### src/rtl/chip8_mem_arbiter_if.sv
// chip8_mem_arbiter_if: requester (fetch/data) and memory signals of the CHIP-8 memory arbiter.
// Carries d_prot_err only when CHIP8_FONT_PROTECT_EN is defined.
interface chip8_mem_arbiter_if #(
  parameter int ADDR_W      = 12,
  parameter int MAX_BURST_W = 4
);
  logic                   fetch_req;
  logic [ADDR_W-1:0]      fetch_addr;
  logic                   fetch_done;
  logic [15:0]            fetch_opcode;
  logic                   d_req;
  logic                   d_we;
  logic [ADDR_W-1:0]      d_addr;
  logic [MAX_BURST_W-1:0] d_len;
  logic [MAX_BURST_W-1:0] d_idx;
  logic [7:0]             d_wdata;
  logic [7:0]             d_rdata;
  logic                   d_rvalid;
  logic                   d_done;
`ifdef CHIP8_FONT_PROTECT_EN
  logic                   d_prot_err;
`endif
  logic                   mem_read;
  logic                   mem_write;
  logic [ADDR_W-1:0]      mem_address;
  logic [7:0]             mem_data_in;
  logic [7:0]             mem_data_out;
  modport slave (
    input  fetch_req, fetch_addr, d_req, d_we, d_addr, d_len, d_wdata, mem_data_out,
    output fetch_done, fetch_opcode, d_idx, d_rdata, d_rvalid, d_done,
`ifdef CHIP8_FONT_PROTECT_EN
    d_prot_err,
`endif
    mem_read, mem_write, mem_address, mem_data_in
  );
  modport master (
    output fetch_req, fetch_addr, d_req, d_we, d_addr, d_len, d_wdata, mem_data_out,
    input  fetch_done, fetch_opcode, d_idx, d_rdata, d_rvalid, d_done,
`ifdef CHIP8_FONT_PROTECT_EN
    d_prot_err,
`endif
    mem_read, mem_write, mem_address, mem_data_in
  );
endinterface

### src/rtl/chip8_mem_arbiter.sv
// chip8_mem_arbiter: round-robin owner of the 4 KB CHIP-8 memory for opcode fetch and data bursts.
// Define CHIP8_FONT_PROTECT_EN to block writes to the font area 0x000..0x04F and report d_prot_err.
module chip8_mem_arbiter #(
  parameter int ADDR_W      = 12,
  parameter int MAX_BURST_W = 4
) (
  input logic                clk,
  input logic                rst_n,
  chip8_mem_arbiter_if.slave bus
);
  typedef enum logic [2:0] {IDLE, F_A0, F_A1, F_CAP, RD, WR, DONE} state_t;
  state_t                 state;
  logic                   lg_data;
  logic [7:0]             op_hi;
  logic [MAX_BURST_W-1:0] len;
  logic [ADDR_W-1:0]      nxt_addr;
  logic                   base_prot;
  logic                   next_prot;
  assign nxt_addr = bus.mem_address + 1'b1;
`ifdef CHIP8_FONT_PROTECT_EN
  logic perr;
  assign base_prot = bus.d_addr < ADDR_W'('h50);
  assign next_prot = nxt_addr < ADDR_W'('h50);
`else
  assign base_prot = 1'b0;
  assign next_prot = 1'b0;
`endif
  // Memory output is registered, so read data and write data pass straight through in their cycle.
  assign bus.d_rdata     = bus.d_rvalid ? bus.mem_data_out : '0;
  assign bus.mem_data_in = (state == WR) ? bus.d_wdata : '0;
  always_ff @(posedge clk or negedge rst_n) begin
    if (!rst_n) begin
      state            <= IDLE;
      lg_data          <= 1'b1;
      op_hi            <= '0;
      len              <= '0;
      bus.mem_read     <= 1'b1;
      bus.mem_write    <= 1'b0;
      bus.mem_address  <= '0;
      bus.fetch_done   <= 1'b0;
      bus.fetch_opcode <= '0;
      bus.d_done       <= 1'b0;
      bus.d_rvalid     <= 1'b0;
      bus.d_idx        <= '0;
`ifdef CHIP8_FONT_PROTECT_EN
      perr             <= 1'b0;
      bus.d_prot_err   <= 1'b0;
`endif
    end else begin
      case (state)
        IDLE: begin
          if (bus.fetch_req && (!bus.d_req || lg_data)) begin
            state           <= F_A0;
            lg_data         <= 1'b0;
            bus.mem_address <= bus.fetch_addr;
          end else if (bus.d_req) begin
            state           <= bus.d_we ? WR : RD;
            lg_data         <= 1'b1;
            len             <= bus.d_len;
            bus.d_idx       <= '0;
            bus.mem_address <= bus.d_addr;
            bus.mem_read    <= !bus.d_we || base_prot;
            bus.mem_write   <= bus.d_we && !base_prot;
`ifdef CHIP8_FONT_PROTECT_EN
            perr            <= bus.d_we && base_prot;
`endif
          end
        end
        F_A0: begin
          state           <= F_A1;
          bus.mem_address <= nxt_addr;
        end
        F_A1: begin
          state <= F_CAP;
          op_hi <= bus.mem_data_out;
        end
        F_CAP: begin
          state            <= DONE;
          bus.fetch_opcode <= {op_hi, bus.mem_data_out};
          bus.fetch_done   <= 1'b1;
        end
        RD: begin
          // Addresses run one cycle ahead of returned data; the over-read past the burst is harmless.
          bus.mem_address <= nxt_addr;
          if (bus.d_rvalid && bus.d_idx == len) begin
            state        <= DONE;
            bus.d_rvalid <= 1'b0;
            bus.d_done   <= 1'b1;
          end else begin
            bus.d_rvalid <= 1'b1;
            bus.d_idx    <= bus.d_rvalid ? bus.d_idx + 1'b1 : '0;
          end
        end
        WR: begin
          if (bus.d_idx == len) begin
            state          <= DONE;
            bus.d_done     <= 1'b1;
            bus.mem_read   <= 1'b1;
            bus.mem_write  <= 1'b0;
`ifdef CHIP8_FONT_PROTECT_EN
            bus.d_prot_err <= perr;
`endif
          end else begin
            bus.d_idx       <= bus.d_idx + 1'b1;
            bus.mem_address <= nxt_addr;
            bus.mem_read    <= next_prot;
            bus.mem_write   <= !next_prot;
`ifdef CHIP8_FONT_PROTECT_EN
            perr            <= perr || next_prot;
`endif
          end
        end
        DONE: begin
          state          <= IDLE;
          bus.fetch_done <= 1'b0;
          bus.d_done     <= 1'b0;
`ifdef CHIP8_FONT_PROTECT_EN
          bus.d_prot_err <= 1'b0;
`endif
        end
        default: state <= IDLE;
      endcase
    end
  end
endmodule

### src/flat_wrapper.sv
// flat-port wrapper written by rule: the top's interface ports become plain ports
module chip8_mem_arbiter_flat 
#(
  parameter int ADDR_W      = 12,
  parameter int MAX_BURST_W = 4
)
  (clk, rst_n, bus_fetch_req, bus_fetch_addr, bus_d_req, bus_d_we, bus_d_addr, bus_d_len, bus_d_wdata, bus_mem_data_out, bus_fetch_done, bus_fetch_opcode, bus_d_idx, bus_d_rdata, bus_d_rvalid, bus_d_done, bus_mem_read, bus_mem_write, bus_mem_address, bus_mem_data_in);
  chip8_mem_arbiter_if #(.ADDR_W(ADDR_W), .MAX_BURST_W(MAX_BURST_W)) bus_i ();
  input logic clk;
  input logic rst_n;
  input wire logic [$bits(bus_i.fetch_req)-1:0] bus_fetch_req;
  input wire logic [$bits(bus_i.fetch_addr)-1:0] bus_fetch_addr;
  input wire logic [$bits(bus_i.d_req)-1:0] bus_d_req;
  input wire logic [$bits(bus_i.d_we)-1:0] bus_d_we;
  input wire logic [$bits(bus_i.d_addr)-1:0] bus_d_addr;
  input wire logic [$bits(bus_i.d_len)-1:0] bus_d_len;
  input wire logic [$bits(bus_i.d_wdata)-1:0] bus_d_wdata;
  input wire logic [$bits(bus_i.mem_data_out)-1:0] bus_mem_data_out;
  output wire logic [$bits(bus_i.fetch_done)-1:0] bus_fetch_done;
  output wire logic [$bits(bus_i.fetch_opcode)-1:0] bus_fetch_opcode;
  output wire logic [$bits(bus_i.d_idx)-1:0] bus_d_idx;
  output wire logic [$bits(bus_i.d_rdata)-1:0] bus_d_rdata;
  output wire logic [$bits(bus_i.d_rvalid)-1:0] bus_d_rvalid;
  output wire logic [$bits(bus_i.d_done)-1:0] bus_d_done;
  output wire logic [$bits(bus_i.mem_read)-1:0] bus_mem_read;
  output wire logic [$bits(bus_i.mem_write)-1:0] bus_mem_write;
  output wire logic [$bits(bus_i.mem_address)-1:0] bus_mem_address;
  output wire logic [$bits(bus_i.mem_data_in)-1:0] bus_mem_data_in;
  assign bus_i.fetch_req = bus_fetch_req;
  assign bus_i.fetch_addr = bus_fetch_addr;
  assign bus_i.d_req = bus_d_req;
  assign bus_i.d_we = bus_d_we;
  assign bus_i.d_addr = bus_d_addr;
  assign bus_i.d_len = bus_d_len;
  assign bus_i.d_wdata = bus_d_wdata;
  assign bus_i.mem_data_out = bus_mem_data_out;
  assign bus_fetch_done = bus_i.fetch_done;
  assign bus_fetch_opcode = bus_i.fetch_opcode;
  assign bus_d_idx = bus_i.d_idx;
  assign bus_d_rdata = bus_i.d_rdata;
  assign bus_d_rvalid = bus_i.d_rvalid;
  assign bus_d_done = bus_i.d_done;
  assign bus_mem_read = bus_i.mem_read;
  assign bus_mem_write = bus_i.mem_write;
  assign bus_mem_address = bus_i.mem_address;
  assign bus_mem_data_in = bus_i.mem_data_in;
  chip8_mem_arbiter #(.ADDR_W(ADDR_W), .MAX_BURST_W(MAX_BURST_W)) u_core (.clk(clk), .rst_n(rst_n), .bus(bus_i));
endmodule
### config.mk
export PLATFORM = sky130hd
export DESIGN_NAME = chip8_mem_arbiter_flat
export DESIGN_NICKNAME = d
export VERILOG_FILES = /design/src/rtl/chip8_mem_arbiter_if.sv /design/src/rtl/chip8_mem_arbiter.sv /design/src/flat_wrapper.sv
export SDC_FILE = /design/constraint.sdc
export NUM_CORES = 1
export LEC_CHECK = 0
export CAP_MARGIN = 20
export CELL_PAD_IN_SITES_DETAIL_PLACEMENT = 1
export CELL_PAD_IN_SITES_GLOBAL_PLACEMENT = 1
export CORE_MARGIN = 4
export CORE_UTILIZATION = 37
export CTS_BUF_LIST = sky130_fd_sc_hd__clkbuf_4
export CTS_CLUSTER_DIAMETER = 60
export DETAILED_ROUTE_END_ITERATION = 16
export PLACE_DENSITY = 0.93
export SLEW_MARGIN = 20
export SYNTH_ARGS = -nofsm -noshare
export SYNTH_HDL_FRONTEND = slang
export SYNTH_SLANG_ARGS = --single-unit
### constraint.sdc
create_clock -name clk -period 2.4 [get_ports clk]
set_input_delay 0.72 -clock clk [delete_from_list [all_inputs] [get_ports clk]]
set_output_delay 0.72 -clock clk [all_outputs]
set_load 0.005 [all_outputs]
==> results of run 1 <==
[cell families after synthesis]
kind of cell | count (synthesis) | share of synthesized area, %
AND/OR/NAND/NOR | 88 | 16.5
AO/OA/AOI/OAI | 64 | 15.2
flip-flops | 53 | 47.3
multiplexers | 36 | 15.3
buffers and inverters | 18 | 3.52
XOR/XNOR | 4 | 1.25
adder cells (fa/ha/maj) | 2 | 0.892
[state kept, by name, indices dropped and copies added (netlist names)]
signal / count
u_core.bus.fetch_done: 1
u_core.op_hi: 8
u_core.len: 4
u_core.bus.d_rvalid: 1
u_core.bus.d_done: 1
u_core.bus.d_idx: 4
u_core.bus.mem_address: 12
u_core.lg_data: 1
u_core.bus.mem_write: 1
u_core.bus.fetch_opcode: 16
u_core.state: 3
u_core.bus.mem_read: 1
[cell usage in the layout (no fill, tap or decap), types with 5 or more instances in the layout]
master,count
a21oi_1,19
and2_1,9
and3_1,12
buf_4,24
clkbuf_4,5
clkdlybuf4s50_1,84
dfrtp_1,50
dlygate4sd2_1,16
mux2_2,20
mux2_4,9
mux2i_1,7
nand2_1,17
nand3_1,9
nor2_1,22
o21ai_0,14
o22a_1,8
[metal layers]
metal | vias up | share of wire (%)
met3 | 4 | 7.9
met5 | - | 0
met1 | 1259 | 39
li1 | 1194 | -
met4 | 0 | 0.33
met2 | 77 | 53
[report_power, final]
| group | internal [mW] | total (mW) | switching, mW |
|---|---|---|---|
| Clock | 0.107 | 0.393 | 0.286 |
| Combinational | 1.53 | 2.76 | 1.23 |
| Sequential | 1.35 | 1.72 | 0.378 |
| Total | 2.99 | 4.88 | 1.89 |
[cell type report]
type                       instances  share of cell area, %
multi-input combinational        194                   33.7
timing repair buffer             127                   29.4
inverter                           3                  0.274
clock inverter                     3                  0.305
clock buffer                       5                  0.915
sequential                        53                   32.4
tap                               99                   3.02
[worst max-delay path, stage by stage]
cell and delay [ns]:
clkdlybuf4s50_1 0.44, and2_1 0.17, dlygate4sd2_1 0.26
[worst max-delay path by stage]
| stage | from | end | slack [ns] | cells after the start |
|---|---|---|---|---|
| 4_1_cts | u_core.bus.d_rvalid | bus_d_rvalid | 0.007 | 1 |
| 6_report | bus_mem_data_out[2] | bus_d_rdata[2] | 0.09 | 3 |
| 3_5_place_dp | bus_mem_data_out[2] | bus_d_rdata[2] | -0.18 | 3 |
| 5_1_grt | bus_mem_data_out[2] | bus_d_rdata[2] | 0.05 | 3 |
| 3_3_place_gp | bus_d_wdata[3] | bus_mem_data_in[3] | -0.13 | 3 |
| 2_1_floorplan | bus_fetch_req | u_core.bus.mem_address[0] | 0.56 | 6 |
[cell usage after synthesis, types with 2 or more instances]
cell type and count:
dfrtp_1 51, nor2_1 22, mux2_2 20, a21oi_1 19, nand2_1 17, o21ai_0 14
and3_1 12, and2_1 9, mux2_4 9, nand3_1 9, o22a_1 8, buf_2 7
mux2i_1 7, buf_4 4, xnor2_1 4, a211oi_1 3, a31oi_1 3, clkbuf_1 3
nor3_1 3, or3_1 3, a22oi_1 2, a41oi_1 2, dfstp_2 2, ha_1 2
inv_2 2, nor2_2 2, nor3_2 2, o21ai_2 2
[timing repair]
action / CTS / global route
pin swaps: 0 / 0
resized for setup: 17 / 1
endpoints found under the setup margin: 16 / 1
buffers inserted: 0 / 0
==> impl_metrics.xml, run 1 <==
<?xml version="1.0" encoding="UTF-8"?>
<metrics>
  <group name="status">
    <metric name="run_status" unit="">completed</metric>
  </group>
  <group name="route">
    <metric name="routed_length_per_placed_instance" unit="um">18.1</metric>
    <metric name="initial_drc_count" unit="">63</metric>
    <metric name="num_vias" unit="">2534</metric>
    <metric name="postRouteWirelength" unit="um">8760</metric>
    <metric name="drtAntennaViolNets" unit="">0</metric>
    <metric name="firstDrtPassIters" unit="">4</metric>
    <metric name="route.detailed.drc" unit="">0</metric>
    <metric name="vias_per_cell" unit="">5.24</metric>
  </group>
  <group name="timing">
    <metric name="timing_worst_slew_pin_value" unit="ns">0.593</metric>
    <metric name="maxClockFrequency" unit="MHz">433</metric>
    <metric name="tns" unit="ns">0</metric>
    <metric name="hold_viol_final" unit="">0</metric>
    <metric name="final_critical_path_setup_slack" unit="ns">0.0904</metric>
    <metric name="finalCritPeriodShare" unit="%">96.2</metric>
    <metric name="hold_ws" unit="ns">0.253</metric>
    <metric name="max_slew_vio_count" unit="">0</metric>
    <metric name="setup_violations" unit="">0</metric>
    <metric name="slew_headroom" unit="%">60.4</metric>
    <metric name="worst_clock_skew" unit="ns">0.00820</metric>
    <metric name="rsz0062_at_grt" unit="">no</metric>
    <metric name="final_period_minus_worst_setup_slack" unit="ns">2.31</metric>
  </group>
  <group name="pwr">
    <metric name="totalPowerFinal" unit="mW">4.88</metric>
    <metric name="pwr_density_cell" unit="nW/um2">1190</metric>
    <metric name="max-vdd-ir-drop" unit="V">0.000507</metric>
    <metric name="power_leakage" unit="nW">1.81</metric>
  </group>
  <group name="grt">
    <metric name="grt_most_used_layer" unit="">met2</metric>
    <metric name="antenna_found_initial" unit="">0</metric>
    <metric name="number_of_global_route_vias_before_repair" unit="">2809</metric>
    <metric name="met3_demand_to_capacity_share_in_global_routing" unit="%">5.76</metric>
    <metric name="grt_use_met1" unit="%">22.7</metric>
    <metric name="grt_pass1_wl" unit="um">14200</metric>
    <metric name="grt_start_max_net_pins" unit="">39</metric>
    <metric name="gr-usage-all-layers" unit="%">19.9</metric>
    <metric name="grt-ovfl-total" unit="">0</metric>
    <metric name="groute.layer.met2.usage" unit="%">37.7</metric>
  </group>
  <group name="place">
    <metric name="dpl.cell_count" unit="">476</metric>
    <metric name="port_buffers" unit="">101</metric>
    <metric name="gp_routability_congestion" unit="">0.926</metric>
    <metric name="detailedPlace.worstSlack" unit="ns">-0.179</metric>
    <metric name="place_hpwl" unit="um">6870</metric>
    <metric name="postPlaceCellArea" unit="um2">4070</metric>
  </group>
  <group name="die">
    <metric name="die-area" unit="um2">9040</metric>
    <metric name="core_area" unit="um2">7330</metric>
    <metric name="num_rows" unit="">31</metric>
    <metric name="ios" unit="">102</metric>
    <metric name="chipHeight" unit="um">95.1</metric>
    <metric name="dieWidth" unit="um">95.1</metric>
    <metric name="start_util" unit="%">38.3</metric>
  </group>
  <group name="finish">
    <metric name="fillcell_total" unit="">802</metric>
    <metric name="area_delta_synth_final" unit="%">46.2</metric>
    <metric name="num_antenna_cells" unit="">0</metric>
    <metric name="layout.area.seq" unit="um2">1330</metric>
    <metric name="layout.core_utilization" unit="%">56.0</metric>
    <metric name="final_cell_area" unit="um2">4100</metric>
    <metric name="nets" unit="">435</metric>
    <metric name="layout-drive-gt1-share" unit="%">21.0</metric>
    <metric name="multi_input_comb_area" unit="um2">1380</metric>
    <metric name="layout.cells.non_filler" unit="">484</metric>
  </group>
  <group name="clock_network">
    <metric name="cts-buffers-inserted" unit="">5</metric>
    <metric name="holdBufCountCts" unit="">0</metric>
    <metric name="tritoncts" unit="">built</metric>
    <metric name="cts_root_buffer" unit="">clkbuf_4</metric>
    <metric name="h-tree-depth" unit="">2</metric>
    <metric name="cts_max_path_buffers" unit="">2</metric>
    <metric name="clk-insertion-delay-late" unit="ns">0.37</metric>
    <metric name="clock-sinks" unit="">53</metric>
    <metric name="clk_pin_slew_worst_setup_hold_paths" unit="ns">0.14</metric>
  </group>
  <group name="logic_synthesis">
    <metric name="synth-seq-cells" unit="">53</metric>
    <metric name="ys.flop_type" unit="">dfrtp_1</metric>
    <metric name="synthesis.nets" unit="">316</metric>
    <metric name="synth.top_cells.by_area" unit="">dfrtp_1 45%, mux2_2 8.0%, mux2_4 4.8%</metric>
    <metric name="synth_seq_area_share" unit="%">47.3</metric>
    <metric name="mappedNetlistArea" unit="um2">2810</metric>
    <metric name="post_synth_inst_count" unit="">265</metric>
    <metric name="synth_area_per_cell" unit="um2">10.6</metric>
    <metric name="asyncSetResetFlopFracSynth" unit="%">100</metric>
    <metric name="post_synth_edffs" unit="">0</metric>
    <metric name="yosysWarnings" unit="">0</metric>
    <metric name="yosysTopAreaCellShare" unit="%">45.5</metric>
    <metric name="yosys.cell_types.count" unit="">50</metric>
    <metric name="yosys_top_cell_by_area" unit="">dfrtp_1</metric>
  </group>
  <group name="critical_path">
    <metric name="reg2reg_to" unit="">u_core.bus.mem_read</metric>
    <metric name="cp.arrival" unit="ns">1.59</metric>
    <metric name="timing.critical_path.fanout_max" unit="">2</metric>
    <metric name="r2r_slack" unit="ns">0.44</metric>
    <metric name="cp-start-kind" unit="">input pin</metric>
    <metric name="crit_required" unit="ns">1.68</metric>
    <metric name="worstSetupEndpointType" unit="">output pin</metric>
    <metric name="worstReg2RegStart" unit="">u_core.state[0]</metric>
    <metric name="reg2regPathDepth" unit="">7</metric>
    <metric name="critical_path_type" unit="">input pin to output pin</metric>
  </group>
  <group name="run">
    <metric name="cap_violations" unit="">0</metric>
  </group>
  <group name="worst_hold_path">
    <metric name="timing.hold.worst.class" unit="">input pin to asynchronous set/reset pin</metric>
  </group>
</metrics>
No activity file was read; power rests on OpenSTA's default activity.
==> run 2: changes to the inputs <==
Settings changed: ABC_AREA set to 1, CORE_UTILIZATION 37 to 35, PLACE_DENSITY 0.93 to 0.94.
==> run 2 against run 1 <==
Effect of this change: wire length up 8.1%; maximum frequency is 0.69% higher; cell count up 31%; clock skew rose by 0.0095 ns; setup slack better by 0.016 ns.
==> impl_metrics.xml, run 2 <==
<?xml version="1.0" encoding="UTF-8"?>
<metrics>
  <group name="timing">
    <metric name="rsz0062_at_grt" unit="">no</metric>
    <metric name="finalCritPeriodShare" unit="%">95.6</metric>
    <metric name="hold_ws" unit="ns">0.223</metric>
    <metric name="timing_worst_slew_pin_value" unit="ns">0.712</metric>
    <metric name="final_period_minus_worst_setup_slack" unit="ns">2.29</metric>
    <metric name="setup_violations" unit="">0</metric>
    <metric name="slew_headroom" unit="%">52.3</metric>
    <metric name="max_slew_vio_count" unit="">0</metric>
    <metric name="maxClockFrequency" unit="MHz">436</metric>
    <metric name="final_critical_path_setup_slack" unit="ns">0.106</metric>
    <metric name="worst_clock_skew" unit="ns">0.0177</metric>
    <metric name="hold_viol_final" unit="">0</metric>
  </group>
  <group name="grt">
    <metric name="gr-usage-all-layers" unit="%">19.3</metric>
    <metric name="antenna_found_initial" unit="">0</metric>
    <metric name="grt_start_max_net_pins" unit="">27</metric>
    <metric name="number_of_global_route_vias_before_repair" unit="">3320</metric>
    <metric name="grt_pass1_wl" unit="um">15700</metric>
    <metric name="grt-ovfl-total" unit="">0</metric>
  </group>
  <group name="die">
    <metric name="core_area" unit="um2">8220</metric>
    <metric name="die-area" unit="um2">9960</metric>
    <metric name="num_rows" unit="">33</metric>
    <metric name="start_util" unit="%">35.9</metric>
    <metric name="chipHeight" unit="um">99.8</metric>
    <metric name="ios" unit="">102</metric>
    <metric name="dieWidth" unit="um">99.8</metric>
  </group>
  <group name="route">
    <metric name="drtAntennaViolNets" unit="">0</metric>
    <metric name="initial_drc_count" unit="">99</metric>
    <metric name="routed_length_per_placed_instance" unit="um">14.9</metric>
    <metric name="postRouteWirelength" unit="um">9460</metric>
    <metric name="firstDrtPassIters" unit="">4</metric>
    <metric name="vias_per_cell" unit="">4.86</metric>
    <metric name="route.detailed.drc" unit="">0</metric>
    <metric name="num_vias" unit="">3076</metric>
  </group>
  <group name="critical_path">
    <metric name="cp.arrival" unit="ns">1.57</metric>
    <metric name="critical_path_type" unit="">input pin to output pin</metric>
    <metric name="critical_path.startpoint" unit="">bus_mem_data_out[4]</metric>
    <metric name="worstReg2RegStart" unit="">u_core.state[0]</metric>
    <metric name="r2r_slack" unit="ns">0.58</metric>
    <metric name="cp-start-kind" unit="">input pin</metric>
    <metric name="timing.critical_path.fanout_max" unit="">2</metric>
    <metric name="worstSetupEndpointType" unit="">output pin</metric>
    <metric name="crit_required" unit="ns">1.68</metric>
  </group>
  <group name="finish">
    <metric name="num_antenna_cells" unit="">0</metric>
    <metric name="layout.area.seq" unit="um2">1330</metric>
    <metric name="area_delta_synth_final" unit="%">41.1</metric>
    <metric name="final_cell_area" unit="um2">4160</metric>
    <metric name="layout-drive-gt1-share" unit="%">7.58</metric>
    <metric name="multi_input_comb_area" unit="um2">1340</metric>
    <metric name="fillcell_total" unit="">1062</metric>
    <metric name="layout_commonest_cell" unit="">nand2_1</metric>
    <metric name="layout_common_cells" unit="">149 x nand2_1, 84 x clkdlybuf4s50_1, 53 x inv_1</metric>
    <metric name="largest_registers" unit="">u_core.bus.fetch_opcode (16), u_core.bus.mem_address (12), u_core.op_hi (8)</metric>
    <metric name="nets" unit="">578</metric>
    <metric name="largest_register_ff_count" unit="">16</metric>
    <metric name="largest-register" unit="">u_core.bus.fetch_opcode</metric>
  </group>
  <group name="logic_synthesis">
    <metric name="ys.flop_type" unit="">dfrtp_1</metric>
    <metric name="synth-seq-cells" unit="">53</metric>
    <metric name="synth_seq_area_share" unit="%">45.0</metric>
    <metric name="synth.top_cells.by_area" unit="">dfrtp_1 43%, nand2_1 19%, o21ai_0 7.0%</metric>
    <metric name="post_synth_inst_count" unit="">420</metric>
    <metric name="synth_area_per_cell" unit="um2">7.02</metric>
    <metric name="synth_most_common_cell" unit="">nand2_1</metric>
    <metric name="synthesis.nets" unit="">471</metric>
    <metric name="post_synth_edffs" unit="">0</metric>
    <metric name="yosys_top_cell_by_area" unit="">dfrtp_1</metric>
    <metric name="yosysTopAreaCellShare" unit="%">43.3</metric>
    <metric name="asyncSetResetFlopFracSynth" unit="%">100</metric>
    <metric name="synth.top_cells.by_count" unit="">149 x nand2_1, 53 x inv_1, 51 x dfrtp_1</metric>
    <metric name="yosys.cell_types.count" unit="">31</metric>
    <metric name="yosysWarnings" unit="">0</metric>
    <metric name="mappedNetlistArea" unit="um2">2950</metric>
  </group>
  <group name="clock_network">
    <metric name="clock-sinks" unit="">53</metric>
    <metric name="clk_pin_slew_worst_setup_hold_paths" unit="ns">0.16</metric>
    <metric name="cts-buffers-inserted" unit="">5</metric>
    <metric name="h-tree-depth" unit="">2</metric>
    <metric name="post-cts-setup-buffers" unit="">0</metric>
    <metric name="cts_root_buffer" unit="">clkbuf_4</metric>
    <metric name="tritoncts" unit="">built</metric>
    <metric name="clk-insertion-delay-late" unit="ns">0.38</metric>
    <metric name="cts_max_path_buffers" unit="">2</metric>
  </group>
  <group name="pwr">
    <metric name="pwr_density_cell" unit="nW/um2">1080</metric>
    <metric name="power_leakage" unit="nW">2.20</metric>
    <metric name="max-vdd-ir-drop" unit="V">0.000445</metric>
    <metric name="totalPowerFinal" unit="mW">4.49</metric>
  </group>
  <group name="place">
    <metric name="port_buffers" unit="">101</metric>
    <metric name="detailedPlace.worstSlack" unit="ns">-0.185</metric>
    <metric name="gp_routability_congestion" unit="">0.841</metric>
    <metric name="postPlaceCellArea" unit="um2">4120</metric>
    <metric name="place_hpwl" unit="um">7430</metric>
  </group>
  <group name="worst_hold_path">
    <metric name="timing.hold.worst.class" unit="">input pin to asynchronous set/reset pin</metric>
  </group>
  <group name="run">
    <metric name="cap_violations" unit="">0</metric>
  </group>
  <group name="status">
    <metric name="run_status" unit="">completed</metric>
  </group>
</metrics>
-- run 2: changes by cell type after synthesis, sizes merged, moves of 4 or more --
cell | before | now
nand2 | 18 | 153
xnor2 | 4 | 0
nor2 | 24 | 44
inv | 3 | 57
mux2i | 7 | 0
o21ai | 17 | 43
mux2 | 29 | 0
nand4 | 2 | 9
buf | 12 | 7
a21oi | 21 | 3
and2 | 9 | 0
o22a | 8 | 0
nand3 | 9 | 25
and3 | 12 | 0
-- run 2: cells by family (layout without fill, tap and decap cells) --
kind of cell,count (synthesis),after routing,share of synthesized area (%)
simple gates,238,238,34.1
compound gates,53,53,9.46
flops,53,53,45.0
fa+ha+maj,2,2,0.848
xor+xnor,3,3,0.891
buf+inv,71,179,9.67
-- run 2: critical path, cell delays in order --
cell	delay (ns)
clkdlybuf4s50_1	0.47
nand2_1	0.05
inv_1	0.07
dlygate4sd2_1	0.26
-- run 2: where the power goes --
| group | switching [mW] | total (mW) | internal, mW | leakage [nW] |
|---|---|---|---|---|
| logic | 1.26 | 2.36 | 1.10 | 1.53 |
| registers | 0.414 | 1.72 | 1.31 | 0.647 |
| clock network | 0.289 | 0.415 | 0.126 | 0.0279 |
-- run 2: what timing repair did --
action / 4_1_cts / 5_1_grt
gates resized for setup: 16 / 1
setup endpoints to repair: 16 / 1
hold buffers: 0 / 0
-- run 2: routing by layer --
metal / track usage, % / vias up / routed length, um
met2: 36.7 / 69 / 4980
met4: 3.99 / 0 / 116
met3: 2.29 / 10 / 348
met1: 23.3 / 1476 / 4020
li1: - / 1521 / -
met5: 0 / - / 0
-- run 2: final timing paths --
kind,to,depth (start not counted)
max,bus_d_rdata[4],4
min,u_core.bus.d_idx[3],1
max reg2reg,u_core.bus.mem_address[10],10
min reg2reg,u_core.bus.fetch_opcode[9],2
max in group asynchronous,u_core.state[2],2
min in group clk,u_core.bus.fetch_opcode[9],2
-- run 2: through the flow --
stage | setup TNS (ns) | instances | utilization, %
floorplan | 0 | 420 | -
global placement | -2.02 | 625 | 50.1
detailed placement | -2.37 | 625 | 50.1
CTS | 0 | 633 | 50.6
global route | 0 | 633 | 50.6
finish | 0 | 633 | 50.6
-- run 2: cell type report --
cell class / count / area share [%]
clock buffers: 6 / 1.08
clock inverters: 2 / 0.361
inverters: 59 / 5.35
multi-input cells: 296 / 32.1
flip-flops and latches: 53 / 32.0
well taps: 105 / 3.16
repair buffers: 112 / 26.0
